File: config.mk
export PLATFORM = sky130hd
export DESIGN_NAME = distortion_param_ctrl
export DESIGN_NICKNAME = d
export VERILOG_FILES = /design/src/rtl/distortion_pkg.sv /design/src/rtl/param_ramp.sv /design/src/rtl/distortion_param_ctrl.sv
export SDC_FILE = /design/constraint.sdc
export NUM_CORES = 1
export LEC_CHECK = 0
export CELL_PAD_IN_SITES_DETAIL_PLACEMENT = 1
export CELL_PAD_IN_SITES_GLOBAL_PLACEMENT = 2
export CORE_UTILIZATION = 42
export CTS_BUF_LIST = sky130_fd_sc_hd__clkbuf_4
export DETAILED_ROUTE_END_ITERATION = 8
export PLACE_DENSITY = 0.95
export SYNTH_ARGS = -nofsm -noshare
export SYNTH_HDL_FRONTEND = slang
export SYNTH_HIERARCHICAL = 1
export SYNTH_SLANG_ARGS = --single-unit
File: constraint.sdc
create_clock -name i_clk -period 26.2 [get_ports i_clk]
set_clock_uncertainty 0.2 [all_clocks]
set_input_delay 2.62 -clock i_clk [delete_from_list [all_inputs] [get_ports i_clk]]
set_output_delay 2.62 -clock i_clk [all_outputs]
set_load 0.03 [all_outputs]
File: src/rtl/distortion_pkg.sv
// Shared types and constants for the distortion parameter sequencer.
package distortion_pkg;

  typedef enum logic [2:0] {
    StIdle,
    StRamp,
    StFadeOut,
    StSwitch,
    StFadeIn
  } state_e;

  localparam logic [1:0] SEL_GAIN   = 2'd0;
  localparam logic [1:0] SEL_THRESH = 2'd1;
  localparam logic [1:0] SEL_VOLUME = 2'd2;
  localparam logic [1:0] SEL_ENABLE = 2'd3;

  localparam int unsigned DIST_WIDTH = 24;

  // Gain and volume are unsigned 4.20, so unity sits at bit WIDTH-4.
  localparam logic [DIST_WIDTH-1:0] GAIN_UNITY     = 24'h10_0000;
  localparam logic [DIST_WIDTH-1:0] THRESH_MAX     = 24'h7F_FFFF;
  localparam logic [DIST_WIDTH-1:0] VOLUME_DEFAULT = 24'h10_0000;

endpackage

File: src/rtl/param_ramp.sv
// One-step ramp: moves current toward target by |diff|>>STEP_SHIFT (at least 1).
module param_ramp #(
  parameter int unsigned WIDTH      = 24,
  parameter int unsigned STEP_SHIFT = 6
) (
  input  logic [WIDTH-1:0] i_current,
  input  logic [WIDTH-1:0] i_target,
  output logic [WIDTH-1:0] o_next,
  output logic             o_at_target
);

  logic             w_up;
  logic [WIDTH-1:0] w_diff;
  logic [WIDTH-1:0] w_step;

  always_comb begin
    w_up        = i_target > i_current;
    w_diff      = w_up ? (i_target - i_current) : (i_current - i_target);
    w_step      = w_diff >> STEP_SHIFT;
    if (w_step == '0) begin
      w_step = WIDTH'(1);
    end
    o_at_target = (w_diff == '0);
    // step never exceeds diff, so neither overshoot nor wrap can occur
    if (o_at_target) begin
      o_next = i_current;
    end else if (w_up) begin
      o_next = i_current + w_step;
    end else begin
      o_next = i_current - w_step;
    end
  end

endmodule

File: src/rtl/distortion_param_ctrl.sv
// Zipper-free parameter sequencer with click-free enable fades.
// Optional tick watchdog enabled by defining DIST_TICK_WATCHDOG_EN.
module distortion_param_ctrl
  import distortion_pkg::*;
#(
  parameter int unsigned WIDTH        = DIST_WIDTH,
  parameter int unsigned STEP_SHIFT   = 6
`ifdef DIST_TICK_WATCHDOG_EN
  ,
  parameter int unsigned TICK_TIMEOUT = 4096
`endif
) (
  input  logic             i_clk,
  input  logic             i_rst_n,
  input  logic             i_sample_tick,
  input  logic             i_cfg_valid,
  output logic             o_cfg_ready,
  input  logic [1:0]       i_cfg_sel,
  input  logic [WIDTH-1:0] i_cfg_data,
  output logic [WIDTH-1:0] o_gain_out,
  output logic [WIDTH-1:0] o_threshold_out,
  output logic [WIDTH-1:0] o_volume_out,
  output logic             o_enable_out,
  output logic             o_busy
`ifdef DIST_TICK_WATCHDOG_EN
  ,
  output logic             o_tick_timeout
`endif
);

  localparam logic [WIDTH-1:0] LP_GAIN_RST   = WIDTH'(GAIN_UNITY);
  localparam logic [WIDTH-1:0] LP_THRESH_RST = WIDTH'(THRESH_MAX);
  localparam logic [WIDTH-1:0] LP_VOL_RST    = WIDTH'(VOLUME_DEFAULT);

  state_e           r_state, w_state_d;
  logic [WIDTH-1:0] r_gain, r_gain_tgt, r_thresh, r_thresh_tgt, r_vol, r_vol_tgt;
  logic             r_enable, r_enable_tgt;

  logic [WIDTH-1:0] w_gain_next, w_thresh_next, w_vol_next, w_vol_ramp_tgt;
  logic [WIDTH-1:0] w_gain_d, w_thresh_d, w_vol_d;
  logic             w_gain_at, w_thresh_at, w_vol_at, w_all_at;
  logic             w_wr, w_en_toggle, w_wd_fire;

  assign o_cfg_ready     = (r_state == StIdle) || (r_state == StRamp);
  assign o_busy          = (r_state != StIdle);
  assign o_gain_out      = r_gain;
  assign o_threshold_out = r_thresh;
  assign o_volume_out    = r_vol;
  assign o_enable_out    = r_enable;

  assign w_wr        = i_cfg_valid && o_cfg_ready;
  assign w_en_toggle = w_wr && (i_cfg_sel == SEL_ENABLE) && (i_cfg_data[0] != r_enable);

  // Volume heads for silence while fading out; its stored target stays untouched.
  assign w_vol_ramp_tgt = ((r_state == StFadeOut) || (r_state == StSwitch)) ? '0 : r_vol_tgt;

  param_ramp #(.WIDTH(WIDTH), .STEP_SHIFT(STEP_SHIFT)) u_ramp_gain (
    .i_current  (r_gain),
    .i_target   (r_gain_tgt),
    .o_next     (w_gain_next),
    .o_at_target(w_gain_at)
  );

  param_ramp #(.WIDTH(WIDTH), .STEP_SHIFT(STEP_SHIFT)) u_ramp_thresh (
    .i_current  (r_thresh),
    .i_target   (r_thresh_tgt),
    .o_next     (w_thresh_next),
    .o_at_target(w_thresh_at)
  );

  param_ramp #(.WIDTH(WIDTH), .STEP_SHIFT(STEP_SHIFT)) u_ramp_vol (
    .i_current  (r_vol),
    .i_target   (w_vol_ramp_tgt),
    .o_next     (w_vol_next),
    .o_at_target(w_vol_at)
  );

  assign w_all_at   = w_gain_at && w_thresh_at && w_vol_at;
  assign w_gain_d   = i_sample_tick ? w_gain_next : r_gain;
  assign w_thresh_d = i_sample_tick ? w_thresh_next : r_thresh;
  assign w_vol_d    = i_sample_tick ? w_vol_next : r_vol;

  always_comb begin
    w_state_d = r_state;
    unique case (r_state)
      StIdle, StRamp: begin
        if (w_en_toggle)    w_state_d = StFadeOut;
        else if (!w_all_at) w_state_d = StRamp;
        else                w_state_d = StIdle;
      end
      // Leave on the edge volume lands at zero so enable flips one cycle later.
      StFadeOut: if (w_vol_d == '0) w_state_d = StSwitch;
      StSwitch:  w_state_d = StFadeIn;
      StFadeIn: begin
        if (w_vol_d == r_vol_tgt) begin
          w_state_d = ((w_gain_d == r_gain_tgt) && (w_thresh_d == r_thresh_tgt)) ? StIdle : StRamp;
        end
      end
      default:   w_state_d = StIdle;
    endcase
    if (w_wd_fire) w_state_d = StIdle;
  end

  always_ff @(posedge i_clk or negedge i_rst_n) begin
    if (!i_rst_n) begin
      r_state      <= StIdle;
      r_gain       <= LP_GAIN_RST;
      r_gain_tgt   <= LP_GAIN_RST;
      r_thresh     <= LP_THRESH_RST;
      r_thresh_tgt <= LP_THRESH_RST;
      r_vol        <= LP_VOL_RST;
      r_vol_tgt    <= LP_VOL_RST;
      r_enable     <= 1'b0;
      r_enable_tgt <= 1'b0;
    end else begin
      r_state <= w_state_d;
      if (w_wr && (i_cfg_sel == SEL_GAIN))   r_gain_tgt   <= i_cfg_data;
      if (w_wr && (i_cfg_sel == SEL_THRESH)) r_thresh_tgt <= i_cfg_data;
      if (w_wr && (i_cfg_sel == SEL_VOLUME)) r_vol_tgt    <= i_cfg_data;
      if (w_en_toggle)                       r_enable_tgt <= i_cfg_data[0];
      if (w_wd_fire) begin
        r_gain   <= r_gain_tgt;
        r_thresh <= r_thresh_tgt;
        r_vol    <= r_vol_tgt;
        r_enable <= r_enable_tgt;
      end else begin
        r_gain   <= w_gain_d;
        r_thresh <= w_thresh_d;
        r_vol    <= w_vol_d;
        if (r_state == StSwitch) r_enable <= r_enable_tgt;
      end
    end
  end

`ifdef DIST_TICK_WATCHDOG_EN
  localparam int unsigned LP_WD_W = $clog2(TICK_TIMEOUT + 1);

  logic [LP_WD_W-1:0] r_wd_cnt;
  logic               r_tick_timeout;

  assign w_wd_fire      = o_busy && !i_sample_tick && (r_wd_cnt == LP_WD_W'(TICK_TIMEOUT - 1));
  assign o_tick_timeout = r_tick_timeout;

  always_ff @(posedge i_clk or negedge i_rst_n) begin
    if (!i_rst_n) begin
      r_wd_cnt       <= '0;
      r_tick_timeout <= 1'b0;
    end else begin
      r_tick_timeout <= w_wd_fire;
      if (!o_busy || i_sample_tick || w_wd_fire) r_wd_cnt <= '0;
      else                                       r_wd_cnt <= r_wd_cnt + 1'b1;
    end
  end
`else
  assign w_wd_fire = 1'b0;
`endif

endmodule

### Word-level counts from Yosys, hierarchy flattened

Index checks and enable logic that the tools add are counted.
W data, S select, Z words.

| storage, ports and cells | value |
|---|---|
| register bits | 149 |
| input bits | 30 |
| output and inout bits | 75 |
| logic and storage cells | 82 |

| cells by class | value |
|---|---|
| add/sub/neg operators | 12 |
| $lt $le $gt $ge | 3 |
| equal/unequal tests | 13 |
| mux-type cells | 22 |
| reductions and logical operators | 23 |

Operator list:

| operator | number |
|---|---|
| $mux W24 | 13 |
| $sub A24 B24 Y24 | 9 |
| $logic_not A24 Y1 | 7 |
| $add A24 B24 Y24 | 3 |
| $eq A24 B24 Y1 | 3 |
| $gt A24 B24 Y1 | 3 |
| $mux W18 | 3 |
| $pmux W3 S4 | 1 |
| $logic_and A1 B1 Y1 | 9 |
| $mux W3 | 3 |
| $eq A3 B2 Y1 const B | 2 |
| $eq A2 B2 Y1 const B | 2 |
| $eq A3 B1 Y1 const B | 1 |
| $eq A3 B3 Y1 const B | 1 |
| $logic_not A3 Y1 | 1 |
| $reduce_bool A3 Y1 | 1 |
| $eq A2 B1 Y1 const B | 1 |
| $logic_not A2 Y1 | 1 |
| $logic_or A1 B1 Y1 | 2 |
| $mux W1 | 2 |
| $ne A2 B1 Y1 const B | 1 |
| $ne A2 B2 Y1 const B | 1 |
| $reduce_and A2 Y1 | 1 |
| $reduce_or A2 Y1 | 1 |
| $ne A1 B1 Y1 | 1 |

### Depth between registers and ports, before layout

Gate-level depths: netlist (run 1).

| depth | value |
|---|---|
| word-level depth | 14 |
| mapped depth | 45 |
| mapped depth without buffers | 41 |

### Hierarchy

Netlist (run 1), hierarchy kept.

By module, submodules not included:

| module | instances | cells each | area an instance (um^2) | sequential area each (um^2) |
|---|---|---|---|---|
| distortion_param_ctrl | 1 | 475 | 6742.7 | 3791.1 |
| param_ramp at u_ramp_gain | 1 | 732 | 4757.1 | 0.0 |
| param_ramp at u_ramp_vol | 1 | 710 | 4689.5 | 0.0 |
| param_ramp at u_ramp_thresh | 1 | 701 | 4680.7 | 0.0 |

### Least setup slack after synthesis (run 1)

No wires, ideal clock.

| timing | value |
|---|---|
| path kind | register to register |
| from | register r_state[2] |
| to | register r_state[0] |
| library setup time | 0.068 ns |
| arrival | 7.980 ns |
| required time | 25.932 ns |
| path slack | 17.952 ns |
| stages on the path, launching flop included | 42 |
| path buffers | 3 |
| clock period less this slack | 8.248 ns |
| cell sequence | dfrtp_1 -> inv_1 -> nand2_1 -> clkbuf_1 -> and2_1 -> ha_1 -> buf_2 -> nand2_1 -> o21ai_0 -> o21ai_1 -> o21ai_0 -> or4b_2 -> a41oi_1 -> xnor2_1 -> nand2_1 -> nand4bb_1 -> buf_2 -> o21ai_0 -> [... 6 more ...] -> xnor2_1 -> ha_1 -> o21a_1 -> o21ai_0 -> a31oi_1 -> o41ai_1 -> o31a_1 -> o21ai_0 -> o21ai_0 -> o21ai_0 -> nor3_1 -> xnor2_1 -> mux2_2 -> xor2_1 -> nor4_1 -> nand4_1 -> o21bai_1 -> and4_1 |

| on the way | value |
|---|---|
| longest elaborated chain between the ends | 14 |
| elaborated cells between the ends (all ways) | 33 |
| those cells by class | add/sub (4); order compare (1); eq/ne (7); mux (9); reduce/logical (12) |

RTL lines:

| what | RTL line | text |
|---|---|---|
| start: declaration | distortion_param_ctrl.sv:35 | `state_e r_state, w_state_d;` |
| start signal: assignment | distortion_param_ctrl.sv:106 | `r_state <= StIdle;` |
| start signal: assignment | distortion_param_ctrl.sv:116 | `r_state <= w_state_d;` |
| $eq A3 B2 Y1 | distortion_param_ctrl.sv:55 | `assign w_vol_ramp_tgt = ((r_state == StFadeOut) \|\| (r_state == StSwitch)) ? '0 : r_vol_tgt;` |
| $logic_or A1 B1 Y1 * | distortion_param_ctrl.sv:55 |  |
| $mux W24 * | distortion_param_ctrl.sv:55 |  |
| named net w_vol_ramp_tgt[6] | distortion_param_ctrl.sv:39 | `logic [WIDTH-1:0] w_gain_next, w_thresh_next, w_vol_next, w_vol_ramp_tgt;` |
| $sub A24 B24 Y24 / $gt A24 B24 Y1 (equally long branches) | param_ramp.sv:18, param_ramp.sv:17 |  |
| $mux W24 | param_ramp.sv:18 | `w_diff = w_up ? (i_target - i_current) : (i_current - i_target);` |
| $logic_not A24 Y1 | param_ramp.sv:20 | `if (w_step == '0) begin` |
| $mux W18 | param_ramp.sv:20 |  |
| $sub A24 B24 Y24 / $add A24 B24 Y24 (equally long branches) | param_ramp.sv:30, param_ramp.sv:28 |  |
| $mux W24 | param_ramp.sv:27 | `end else if (w_up) begin` |
| $mux W24 * | param_ramp.sv:25 | `if (o_at_target) begin` |
| named net w_vol_next[23] | distortion_param_ctrl.sv:39 |  |
| $mux W24 * | distortion_param_ctrl.sv:81 | `assign w_vol_d = i_sample_tick ? w_vol_next : r_vol;` |
| named net w_vol_d[23] | distortion_param_ctrl.sv:40 | `logic [WIDTH-1:0] w_gain_d, w_thresh_d, w_vol_d;` |
| $eq A24 B24 Y1 / $logic_not A24 Y1 (equally long branches) | distortion_param_ctrl.sv:95, distortion_param_ctrl.sv:92 |  |
| $ne A2 B2 Y1 (no line) / $ne A2 B1 Y1 (equally long branches) | n/a |  |
| $reduce_and A2 Y1 (no line) * | n/a |  |

The timed path passes the listed nets; every way through them passes the cells marked *.
A chain may end at the register's enable or synchronous reset.

### Final worst setup path (run 1)

Same ends and word-level chain as after synthesis.

==> results by group, run 1 <==
Outcome
  • Status: finished clean

Worst setup path
  • Worst path arrival time: 11.52 ns
  • Crit Path Class: reg -> reg
  • CP delay by family, top: simple AND/OR/NAND/NOR gates
  • CP Buf/Inv Count: 2
  • Req. time, crit path: 26.52 ns
  • FF-to-FF setup slack: 15.00 ns
  • CP max stage cell: o21ai_0
  • Most used cell, CP: o21ai_0
  • Max stage delay on crit path: 0.73 ns
  • Startpoint types: register
  • CP Max Fanout: 26
  • Critical Path End Type: register

Synthesis
  • Post-synth EDFFs: 0
  • Sequential-to-total area share from yosys stat: 18.2%
  • Yosys warns: 6
  • Syn avg cell area: 7.97 sq um
  • Syn_nets: 2,864
  • Synthesized netlist cell count: 2,618
  • Seq cells post-synth: 149
  • Dominant synthesized flop cell: dfrtp_1
  • Async S/R FF share, synth: 100%
  • Cell area after synthesis: 20,900 sq um
  • Number of library cell types mapped by synthesis: 102

Finish
  • Area delta synth->final: 8.22%
  • Number of nets in the layout: 2,890
  • Reg area: 3790 sq um
  • Commonest non-fill, non-tap cells in the layout: a21oi_1, ha_1, nor2_1
  • Layout cells sized above 1: 12.0%
  • Final core area utilization: 46.1%
  • Multi-input gate area: 15,800 sq um
  • Most common cell after layout, fill and taps aside: a21oi_1
  • Layout fillers: 5,995

Floorplanning
  • Starting Density: 42.6%
  • Die Footprint: 50,600 sq um
  • # IOs: 105
  • Die Wd: 225 microns
  • Core box area: 49,000 sq um
  • Chip Height: 225 microns
  • Row count: 81

Detailed routing
  • Final wirelength: 78.4 mm
  • Via count: 20,300
  • First-pass iteration count of the detailed router: 5
  • DRT iter0 DRCs: 1,436
  • Post-DRT Antenna Nets: 0
  • Wire length per cell: 23.6 microns
  • DRC: 0
  • Via density: 6.10

STA
  • Final Hold Viols: 0
  • Max Freq: 89.3 MHz
  • RSZ-0062 raised after global routing: false
  • Slew @ Worst Pin: 1.19 ns
  • Setup tns final: 0 ns
  • Rel. slew slack: 20.5%
  • # setup viols final: 0
  • Period minus WS final: 11.20 ns
  • Fin. max-slew vios: 0
  • Tcrit/Tclk final: 42.7%
  • WHS: 0.355 ns

CTS
  • Clock Latency Late Sink: 0.60 ns
  • Reg clk slew, reported paths: 0.15 ns
  • Number of clock sinks: 149
  • TritonCTS Buffers: 17
  • H-tree Lvls: 4
  • CTS tree: done
  • Hold_buf cts: 0
  • Root Buffer: clkbuf_4
  • Setup repair bufs after CTS: 0
  • Resized Gates After CTS: 0
  • Worst-case clock buffer depth: 2

Run
  • Max Cap Viol: 0

GRT
  • Initial antenna violation count: 7
  • Grt ovf: 0
  • Largest net degree at the start of global routing: 96
  • Total Routing Usage GR: 30.6%
  • First-pass GRT wire length: 121 mm
  • Number of global-route vias before repair: 20,700

Placed design
  • Buffers on Ports: 104
  • HPWL after DPL: 64.1 mm
  • Gp weighted congestion: 0.958

Min path
  • Worst Hold Class: reg -> reg
synthesized netlist by cell type, drive strengths merged (28+ instances only):
library cell  number  share of area (%)
nor3              57                1.4
o21a              41                1.5
a21oi            236                5.8
a21o              52                1.9
a211oi            30                1.1
nand3             58                1.4
and2              42                1.3
buf               71                2.2
a31oi             28               0.84
xnor2            164                6.9
nand2            183                3.3
nor2             204                3.7
dfrtp             99                 12
clkbuf            40               0.72
mux2             153                8.4
mux2i             39                1.9
nor2b             28               0.84
ha               213                 13
dfstp             50                6.3
nor4              35                1.2
o21ai            171                4.5
xor2              90                3.8
nand4             41                1.3
inv              196                3.5
cell families after synthesis:
logic type | Yosys count | share of synthesized area (%)
mux | 194 | 10.5
buf+inv | 307 | 6.41
fa+ha+maj | 216 | 13.1
flops | 149 | 18.2
simple gates | 760 | 18.3
xor+xnor | 254 | 10.7
compound gates | 738 | 22.9
state kept, by name, summed over array words and instances (netlist names):
signal,cells
o_enable_out,1
o_volume_out,24
o_threshold_out,24
r_gain_tgt,24
r_state,3
o_gain_out,24
r_thresh_tgt,24
r_enable_tgt,1
r_vol_tgt,24
path summary, 6_finish.rpt:
path / startpoint / to / cells past startpoint
min in group asynchronous: i_rst_n / o_gain_out[4] / 1
setup reg to reg: r_state[2] / r_state[0] / 38
max in group asynchronous: i_rst_n / o_volume_out[4] / 2
setup / recovery: r_state[2] / r_state[0] / 38
hold reg to reg: r_enable_tgt / r_enable_tgt / 1
hold / removal: r_enable_tgt / r_enable_tgt / 1
per-stage QoR:
| step | instance area (sq um) | instances | worst slack, ns |
|---|---|---|---|
| after floorplan | 20900 | 2618 | 17.95 |
| after global placement | 22300 | 3289 | 15.58 |
| after detailed placement | 22300 | 3289 | 15.31 |
| after CTS | 22600 | 3321 | 15.22 |
| after global routing | 22600 | 3322 | 14.33 |
| final | 22600 | 3323 | 15.00 |
layout make-up:
cell class / count / share of cell area (%)
Antenna cell: 2 / 0.0222
Multi-Input combinational cell: 2162 / 69.8
Inverter: 196 / 3.27
Timing Repair Buffer: 118 / 5.07
Tap cell: 664 / 3.68
Clock inverter: 15 / 0.814
Sequential cell: 149 / 16.8
Clock buffer: 17 / 0.565
layer usage:
metal  up-vias  part of all wire (%)  GRT usage (%)
met5         -                 0.024              0
met4         2                   4.0           12.1
met3       133                   3.7           2.29
met1     10200                    45           40.2
met2       510                    47           51.9
li1       9439                     -              -
Power of run 1 is left out: the tool's default activity adds up to more than one toggle a clock period on the data nets, which glitch-free logic cannot reach.
==> run 2, diff against run 1 <==
- CORE_UTILIZATION: 42 -> 35
- PLACE_DENSITY: 0.95 -> 0.88
- clock period: 26.2 -> 9.37 ns (I/O delays scaled with it)
==> results by group, run 2 (same netlist as run 1, synthesis figures left out) <==
Detailed routing
  • DRT iter0 DRCs: 1,116 (-22%)
  • Via density: 5.83 (-4.5%)
  • Post-DRT Antenna Nets: 0 (unchanged)
  • First-pass iteration count of the detailed router: 5 (unchanged)
  • Via count: 20,700 (+2.2%)
  • Wire length per cell: 23.4 microns (-0.80%)
  • DRC: 0 (unchanged)
  • Final wirelength: 83.2 mm (+6.1%)

Finish
  • Layout fillers: 7,119 (+19%)
  • Non-filler cells, final: 3,555 (+7.0%)
  • Final core area utilization: 41.3% (-4.8 points)
  • Layout cells sized above 1: 19.7% (+7.7 points)
  • Commonest non-fill, non-tap cells in the layout: a21oi_1, nor2_1, inv_1
  • Post-route cell area: 24,400 sq um (+7.9%)
  • Most common cell after layout, fill and taps aside: a21oi_1
  • Area delta synth->final: 16.8%
  • Number of nets in the layout: 3,013 (+4.3%)

Worst setup path
  • FF-to-FF setup slack: 0.36 ns (-14.64 ns)
  • CP Max Fanout: 10 (-62%)
  • R2R Path Start: r_state[2]
  • Startpoint types: register
  • CP max stage cell: or4b_2
  • Critical Path End Type: register
  • Crit Path Class: reg -> reg
  • Req. time, crit path: 9.70 ns (-16.82 ns)
  • Worst r2r dst: r_state[0]
  • Worst path arrival time: 9.34 ns (-2.18 ns)
  • R2R cell count: 41 (+7.9%)
  • Max stage delay on crit path: 0.60 ns (-0.13 ns)

STA
  • Period minus WS final: 9.01 ns (-2.19 ns)
  • Final Hold Viols: 0 (unchanged)
  • Max Freq: 111 MHz (+24%)
  • Tcrit/Tclk final: 96.1% (+53 points)
  • Fin worst setup slack: 0.364 ns (-14.64 ns)
  • Rel. slew slack: 16.6% (-3.9 points)
  • # setup viols final: 0 (unchanged)
  • Fin. max-slew vios: 0 (unchanged)
  • Slew @ Worst Pin: 1.25 ns (+0.0567 ns)

CTS
  • Hold_buf cts: 0 (unchanged)
  • Worst-case clock buffer depth: 2 (unchanged)
  • H-tree Lvls: 4 (unchanged)
  • Reg clk slew, reported paths: 0.17 ns (+0.02 ns)
  • Number of clock sinks: 149 (unchanged)
  • TritonCTS Buffers: 17 (unchanged)
  • Clock Latency Late Sink: 0.58 ns (-0.02 ns)
  • CTS tree: done
  • Root Buffer: clkbuf_4

Floorplanning
  • Die Wd: 246 microns (+9.5%)
  • Core box area: 59,000 sq um (+21%)
  • # IOs: 105 (unchanged)
  • Die Footprint: 60,600 sq um (+20%)
  • Row count: 89 (+9.9%)
  • Starting Density: 35.4% (-7.3 points)
  • Chip Height: 246 microns (+9.5%)

Placed design
  • DP Area: 23,200 sq um (+4.1%)
  • Placed instance count: 3,499 (+6.4%)
  • Dpl ws: -0.558 ns (-15.87 ns)
  • HPWL after DPL: 67.8 mm (+5.7%)
  • Gp weighted congestion: 0.962 (+0.39%)
  • Buffers on Ports: 104 (unchanged)

GRT
  • Grt ovf: 0 (unchanged)
  • Number of global-route vias before repair: 21,400 (+3.6%)
  • Largest net degree at the start of global routing: 85 (-11%)
  • First-pass GRT wire length: 126 mm (+4.6%)
  • Initial antenna violation count: 4 (-3)
  • Total Routing Usage GR: 26.8% (-3.8 points)

Run
  • Max Cap Viol: 0 (unchanged)

Outcome
  • Status: finished clean

Min path
  • Worst Hold Class: in -> async
## run 2: cell types whose count changed in the layout (fill, tap and decap cells not counted), moves of 10 or more
| cell | before | now |
|---|---|---|
| ha_4 | 0 | 10 |
| a21oi_1 | 230 | 219 |
| o21ai_1 | 12 | 22 |
| ha_2 | 0 | 16 |
| buf_4 | 15 | 131 |
| o21ai_0 | 139 | 124 |
| ha_1 | 213 | 187 |
## run 2: critical path, delay by kind of cell, from the launching register on
kind / cells / cell delay, ns
AO/OA/AOI/OAI: 17 / 3.16
XOR/XNOR: 4 / 0.69
adder cells (fa/ha/maj): 3 / 0.88
buffers and inverters: 4 / 0.50
flip-flops: 1 / 0.46
multiplexers: 1 / 0.32
AND/OR/NAND/NOR: 12 / 2.75
## run 2: per-stage QoR
| step | hold WS (ns) | setup TNS, ns |
|---|---|---|
| floorplan | 0.277 | 0 |
| global placement | 0.288 | -0.405 |
| detailed placement | 0.300 | -0.921 |
| CTS | 0.199 | 0 |
| global route | 0.205 | -0.0523 |
| finish | 0.179 | 0 |
## run 2: area by class of cell
cell class | count | area (sq um) | share of cell area, %
inverters | 196 | 771 | 3.16
diodes | 2 | 5.00 | 0.0205
multi-input cells | 2162 | 16400 | 67.4
repair buffers | 240 | 2100 | 8.62
clock buffers | 17 | 128 | 0.524
well taps | 773 | 967 | 3.97
clock inverters | 15 | 179 | 0.734
repair inverters | 1 | 8.76 | 0.0359
flip-flops and latches | 149 | 3790 | 15.6
## run 2: worst max path at each step
| stage | start | to | slack (ns) | cells past startpoint |
|---|---|---|---|---|
| finish | r_state[2] | r_state[0] | 0.36 | 41 |
| global route | o_threshold_out[22] | r_state[0] | -0.05 | 37 |
| CTS | r_state[2] | r_state[0] | 0.02 | 43 |
| detailed placement | o_gain_out[1] | r_state[0] | -0.56 | 36 |
| global placement | o_gain_out[1] | r_state[0] | -0.41 | 33 |
| floorplan | r_state[2] | r_state[0] | 1.12 | 41 |
## run 2: repair_timing
item | 4_1_cts | 5_1_grt
buffers inserted | 7 | 14
pin swaps | 2 | 33
setup endpoints to repair | 2 | 2
gates resized for setup | 22 | 133
cloned | 0 | 1
## run 2: per-layer routing
metal,GRT usage (%),part of all wire [%],vias up
li1,-,-,9678
met1,34.7,44,10400
met2,46.9,49,481
met3,2.47,3.9,111
met4,7.40,2.8,2
met5,0,0.016,-
Power of run 2 is left out for the same reason.
